==> src/rtl/prng_scheduler.sv <==
// prng_scheduler: round-robin arbiter that hands each granted requester a
// 16-bit word from a shared 26-bit Galois-style LFSR. Each grant advances
// the LFSR STEPS times, then presents the low 16 bits until accepted.
//
// Parameters:
//   STEPS       LFSR advances per grant (1..31)
// Ports:
//   clk         clock, rising edge
//   rst_n       synchronous active-low reset
//   seed_load   load seed into the LFSR (honoured in IDLE only)
//   seed[25:0]  seed value (zero is replaced by 1)
//   req[3:0]    level-sensitive requests
//   gnt[3:0]    one-hot grant, held from arbitration until delivery accepted
//   rnd_valid   rnd_data / rnd_id valid
//   rnd_data    random word (LFSR bits 15..0)
//   rnd_id      index of the granted requester
//   rnd_ready   consumer accepts the word when high with rnd_valid
//   busy        high whenever the FSM is not IDLE
// Build option:
//   PRNG_SCHED_PRIO_EN  requester 0 always wins when requesting; round-robin
//                       among requesters 1..3 otherwise.
module prng_scheduler #(
  parameter int STEPS = 16
) (
  input  logic        clk,
  input  logic        rst_n,
  input  logic        seed_load,
  input  logic [25:0] seed,
  input  logic [3:0]  req,
  output logic [3:0]  gnt,
  output logic        rnd_valid,
  output logic [15:0] rnd_data,
  output logic [1:0]  rnd_id,
  input  logic        rnd_ready,
  output logic        busy
);

  typedef enum logic [1:0] {IDLE, ARB, STEP, DELIVER} state_t;

  // Feedback taps: s26 is XORed into s1, s2, s8 and s9 (bits 25, 24, 18, 17).
  localparam logic [25:0] TAPS      = 26'h3060000;
  localparam logic [4:0]  LAST_STEP = 5'(STEPS - 1);

  state_t      state, state_nx;
  logic [25:0] lfsr;
  logic [4:0]  step_cnt;
  logic [1:0]  last_id;
  logic [1:0]  gnt_id;
  logic [1:0]  win_id;
  logic        win_vld;
  logic [1:0]  cand;

  // One right shift with s26 fed back; all-zero recovers to 1.
  function automatic logic [25:0] lfsr_adv(input logic [25:0] s);
    if (s == 26'd0) return 26'd1;
    return (s >> 1) ^ ({26{s[0]}} & TAPS);
  endfunction

  // Round-robin search starting just after last_id. Offsets are scanned from
  // the farthest to the nearest so the nearest requester overwrites the rest.
  always_comb begin
    win_id  = 2'd0;
    win_vld = 1'b0;
    cand    = 2'd0;
    for (int k = 4; k >= 1; k--) begin
      cand = last_id + 2'(k);
`ifdef PRNG_SCHED_PRIO_EN
      if (req[cand] && (cand != 2'd0)) begin
`else
      if (req[cand]) begin
`endif
        win_id  = cand;
        win_vld = 1'b1;
      end
    end
`ifdef PRNG_SCHED_PRIO_EN
    if (req[0]) begin
      win_id  = 2'd0;
      win_vld = 1'b1;
    end
`endif
  end

  always_comb begin
    state_nx = state;
    case (state)
      IDLE:    if (|req) state_nx = ARB;
      ARB:     state_nx = win_vld ? STEP : IDLE;
      STEP:    if (step_cnt == LAST_STEP) state_nx = DELIVER;
      DELIVER: if (rnd_valid && rnd_ready) state_nx = IDLE;
      default: state_nx = IDLE;
    endcase
  end

  always_ff @(posedge clk) begin
    if (!rst_n) begin
      state     <= IDLE;
      lfsr      <= 26'd1;
      step_cnt  <= 5'd0;
      last_id   <= 2'd3;
      gnt_id    <= 2'd0;
      gnt       <= 4'd0;
      rnd_valid <= 1'b0;
      rnd_data  <= 16'd0;
      rnd_id    <= 2'd0;
    end else begin
      state <= state_nx;
      case (state)
        IDLE: begin
          if (seed_load) lfsr <= (seed == 26'd0) ? 26'd1 : seed;
        end
        ARB: begin
          if (win_vld) begin
            gnt      <= 4'b0001 << win_id;
            gnt_id   <= win_id;
            step_cnt <= 5'd0;
          end
        end
        STEP: begin
          lfsr     <= lfsr_adv(lfsr);
          step_cnt <= step_cnt + 5'd1;
        end
        DELIVER: begin
          // Output word is registered on the first DELIVER cycle, which gives
          // the STEPS+1 grant-to-valid latency.
          if (!rnd_valid) begin
            rnd_valid <= 1'b1;
            rnd_data  <= lfsr[15:0];
            rnd_id    <= gnt_id;
          end else if (rnd_ready) begin
            rnd_valid <= 1'b0;
            gnt       <= 4'd0;
            last_id   <= gnt_id;
          end
        end
        default: ;
      endcase
    end
  end

  assign busy = (state != IDLE);

endmodule

==> config.mk <==
export PLATFORM = sky130hd
export DESIGN_NAME = prng_scheduler
export DESIGN_NICKNAME = d
export VERILOG_FILES = /design/src/rtl/prng_scheduler.sv
export SDC_FILE = /design/constraint.sdc
export NUM_CORES = 1
export LEC_CHECK = 0
export BUFFER_PORTS_ARGS = -buffer_cell sky130_fd_sc_hd__buf_2
export CAP_MARGIN = 5
export CELL_PAD_IN_SITES_DETAIL_PLACEMENT = 1
export CELL_PAD_IN_SITES_GLOBAL_PLACEMENT = 1
export CORE_ASPECT_RATIO = 2
export CORE_MARGIN = 2
export CORE_UTILIZATION = 40
export DETAILED_ROUTE_END_ITERATION = 7
export HOLD_SLACK_MARGIN = 0.06
export PLACE_DENSITY = 0.86
export REMOVE_ABC_BUFFERS = 1
export SLEW_MARGIN = 25
export SYNTH_ARGS = -nofsm -noshare
export SYNTH_HDL_FRONTEND = slang
export SYNTH_SLANG_ARGS = --single-unit
==> constraint.sdc <==
create_clock -name clk -period 1.5 [get_ports clk]
set_input_delay 0.3 -clock clk [delete_from_list [all_inputs] [get_ports clk]]
set_output_delay 0.3 -clock clk [all_outputs]
set_load 0.005 [all_outputs]
==> reports/summary.txt <==
Via density: 5.70
Hold Startpoint: rst_n
P_int: 3.38 mW
first-pass GRT wire length: 14.7 mm
largest family of logic cells by synthesized area: compound AO/OA/AOI/OAI gates
die width: 63.4 um
number of flops mapped to enable cells by yosys: 0
main flop type after synthesis: dfxtp_1
max-cap violations: 0
fmax: 0.679 GHz
Worst Hold Endpoint: last_id[0]$_SDFFE_PN1P_
final worst setup slack: 28.3 ps
syn_area_per_cell: 8.33 um^2
ANT cells: 0
post-route ant nets: 0
Nets: 446
cts bufs inserted: 9
WL/cell: 18.2 um
GRT overflow: 0
compound-gate portion of the synthesized area: 0.261
vias in the first global route: 3,087
placed inst area: 3320 um^2
htree depth: 3
clk slew on worst S/H paths: 50 ps
CORE AREA: 6890 um^2
Simple-Gate Fraction of Synth Area: 0.229
share of flip-flops with an asynchronous set or reset: 0
WP data arrival: 1170 ps
Syn Std Cell Area: 2820 um^2
HP Class: input pin to flip-flop
Slew Viols, Final: 0
Detailed Route WL: 9.22 mm
port buffer count: 57
CTS root buf: clkbuf_16
Synth Area in XOR/XNOR: 0.00930
hpwl dp: 6.72 mm
Pwr Density: 1310 nW/um^2
R2R Path End: rnd_data[11]$_SDFFE_PN0P_
pre-CTS WS: 20.1 ps
post-synthesis cell count: 339
Worst-Margin Slew: 577 ps
CTS hold repair buffers: 0
I/O pin cnt: 58
initial antenna violation count: 0
adder-cell share of the synthesized area: 0.00886
clock power share: 0.411
Setup CP Type: flip-flop to output pin
Remaining DRCs: 0
Synth cell types: 51
VDD IR max: 664 uV
element type at the critical path end: output pin
hold path cells: 2
worst rel slew slack: 0.611
filler cell count: 888
R2R setup slack: 40 ps
Clk Latency, worst-skew pair: 340 ps
die height: 123 um
Yosys reg bits: 60
row count: 43
reg2reg path depth: 6
share of layout cells above drive strength 1: 0.275
TritonRoute pass-1 iters: 4
Max clock buf depth: 2
Fin. Hold Viols: 0
Iteration-0 DRC Markers: 111
sequential share of the synthesized area: 0.425
final period utilization: 0.981
clk_skew: 5.61 ps
initial core utilization: 0.410
Required @ worst endpoint: 1200 ps
clk sink count: 60
worst r2r src: state[0]$_SDFFE_PN0P_
Comb power frac: 0.187
status: finished, final reports clean
synthesis-to-layout area growth: 28.3%
crit start category: flip-flop
Net Sw Frac: 0.288
register share of total power: 0.402
Leakage: 1.53 nW
fin crit period: 1470 ps
unrepaired setup endpoints after global routing: yes
crit-path max FO: 17
Vias: 2,879
NetSw: 1.37 mW
# setup viols final: 0
Tot GR Track Use: 0.248
fin area: 3620 um^2
die area: 7790 um^2
Layout Utilization: 0.526
GPL Wtd Cong: 0.858
postcts setup bufs: 0
pin count of the biggest net entering global routing: 26
mux cell area share after synthesis: 0.0177
Yosys warnings: 0
CTS tree: done
## cells by family (layout without fill, tap and decap cells)
logic type / after synthesis / in the layout
and+or+nand+nor: 131 / 131
AOI/OAI and AO/OA: 111 / 111
DFF: 60 / 60
buffers and inverters: 27 / 103
muxes: 5 / 5
xor gates and xnor gates: 3 / 3
adders and majority gates: 2 / 2
## flip-flops by register name, summed over array words and instances, names as in the netlist, named ones only
signal	cells
last_id	2
lfsr	26
rnd_id	2
rnd_valid	1
rnd_data	16
step_cnt	5
state	1
gnt_id	2
gnt	4
## timing repair
| item | 4_1_cts | 5_1_grt |
|---|---|---|
| resized for setup | 3 | 6 |
| endpoints found under the hold margin | 0 | 0 |
| endpoints found under the setup margin | 2 | 6 |
| pin swaps | 0 | 0 |
## stage by stage
stage	instances	hold slack, ps	total power [mW]	TNS, ps
finish	505	310	4.74	0
global route	505	317	4.93	-14.5
CTS	505	307	4.75	0
detailed placement	489	444	2.78	0
global placement	489	438	2.74	0
floorplan	316	362	2.33	-13250
## power by group through the flow
stage | registers [mW] | logic, mW | clock network [mW]
floorplan | 1.90 | 0.430 | 0
global placement | 1.92 | 0.820 | 0
detailed placement | 1.93 | 0.855 | 0
CTS | 1.91 | 0.880 | 1.97
global route | 1.92 | 0.962 | 2.05
finish | 1.91 | 0.886 | 1.95
## final cells by class
| cell class | count | area (um^2) | share of cell area |
|---|---|---|---|
| timing repair buffer | 83 | 505 | 0.140 |
| clock buffer | 15 | 278 | 0.0767 |
| sequential | 60 | 1210 | 0.333 |
| tap | 90 | 113 | 0.0311 |
| inverter | 4 | 15.0 | 0.00414 |
| multi-input combinational | 252 | 1500 | 0.414 |
| clock inverter | 1 | 5.00 | 0.00138 |
## cell usage in the layout, fill, tap and decap left out, types with 2 or more instances in the layout
cell       instances
a31oi_1            3
nand2b_1           5
buf_2             57
nor4_1            12
a21oi_1           20
clkbuf_16          9
a21boi_1          12
nor2_1            30
dfxtp_1           57
buf_4             24
o221ai_1           3
a22o_1             4
and2_1             4
nand4_1            2
nand2_1           58
mux2i_1            5
o21ai_0           31
a2bb2oi_1          3
o211ai_1           3
inv_2              2
clkbuf_8           3
clkbuf_1           3
nor2_2             2
and3_1             3
o221a_2            3
o21a_1             3
nor2_4             2
o2bb2ai_1          7
dfxtp_2            2
xnor2_1            2
buf_12             2
a21boi_0          12
and3b_1            2
inv_1              2
## worst max-delay path by stage
| stage | startpoint | end | slack, ps | depth (start not counted) |
|---|---|---|---|---|
| 6_report | flip-flop | busy | 30 | 4 |
| 3_5_place_dp | req[0] | step_cnt[2]$_SDFFE_PN0P_ | 20 | 5 |
| 4_1_cts | step_cnt[0]$_SDFFE_PN0P_ | state[0]$_SDFFE_PN0P_ | 3 | 6 |
| 3_3_place_gp | req[0] | step_cnt[0]$_SDFFE_PN0P_ | 90 | 5 |
| 2_1_floorplan | flip-flop | lfsr[17]$_SDFFE_PN0P_ | -450 | 4 |
| 5_1_grt | state[0]$_SDFFE_PN0P_ | rnd_data[11]$_SDFFE_PN0P_ | -10 | 6 |
## cell usage after synthesis, types with 2 or more instances
cell type / number / share of area
a21oi_1: 20 / 0.035
a21boi_0: 12 / 0.032
a22o_1: 4 / 0.012
o221a_2: 3 / 0.012
inv_1: 3 / 0.0040
nand2b_1: 5 / 0.011
buf_2: 5 / 0.0089
buf_4: 2 / 0.0053
nor4_1: 12 / 0.027
a2bb2oi_1: 3 / 0.0093
o211ai_1: 3 / 0.0080
clkbuf_1: 12 / 0.016
and3b_1: 2 / 0.0062
o21ai_0: 31 / 0.055
a21boi_1: 12 / 0.032
and2_1: 4 / 0.0089
o2bb2ai_1: 7 / 0.022
dfxtp_1: 60 / 0.43
and3_1: 3 / 0.0066
o221ai_1: 3 / 0.0093
buf_6: 3 / 0.012
ha_1: 2 / 0.0089
o21a_1: 3 / 0.0080
nand2_1: 58 / 0.077
xnor2_1: 2 / 0.0062
nand4_1: 2 / 0.0044
a31oi_1: 4 / 0.0089
nor2_2: 2 / 0.0044
nor2_1: 31 / 0.041
mux2i_1: 5 / 0.018
## worst max-delay path: stages (launching register included)
cell and delay (ps):
dfxtp_4 370, buf_12 160, nor2_4 120, inv_2 60, buf_2 120
## routing by layer
layer | share of wire | track usage | up-vias
li1 | - | - | 1347
met1 | 0.35 | 0.233 | 1429
met2 | 0.57 | 0.474 | 82
met3 | 0.040 | 0.0669 | 21
met4 | 0.041 | 0.133 | 0
met5 | 0 | 0 | -
No activity file was read; power rests on OpenSTA's default activity.
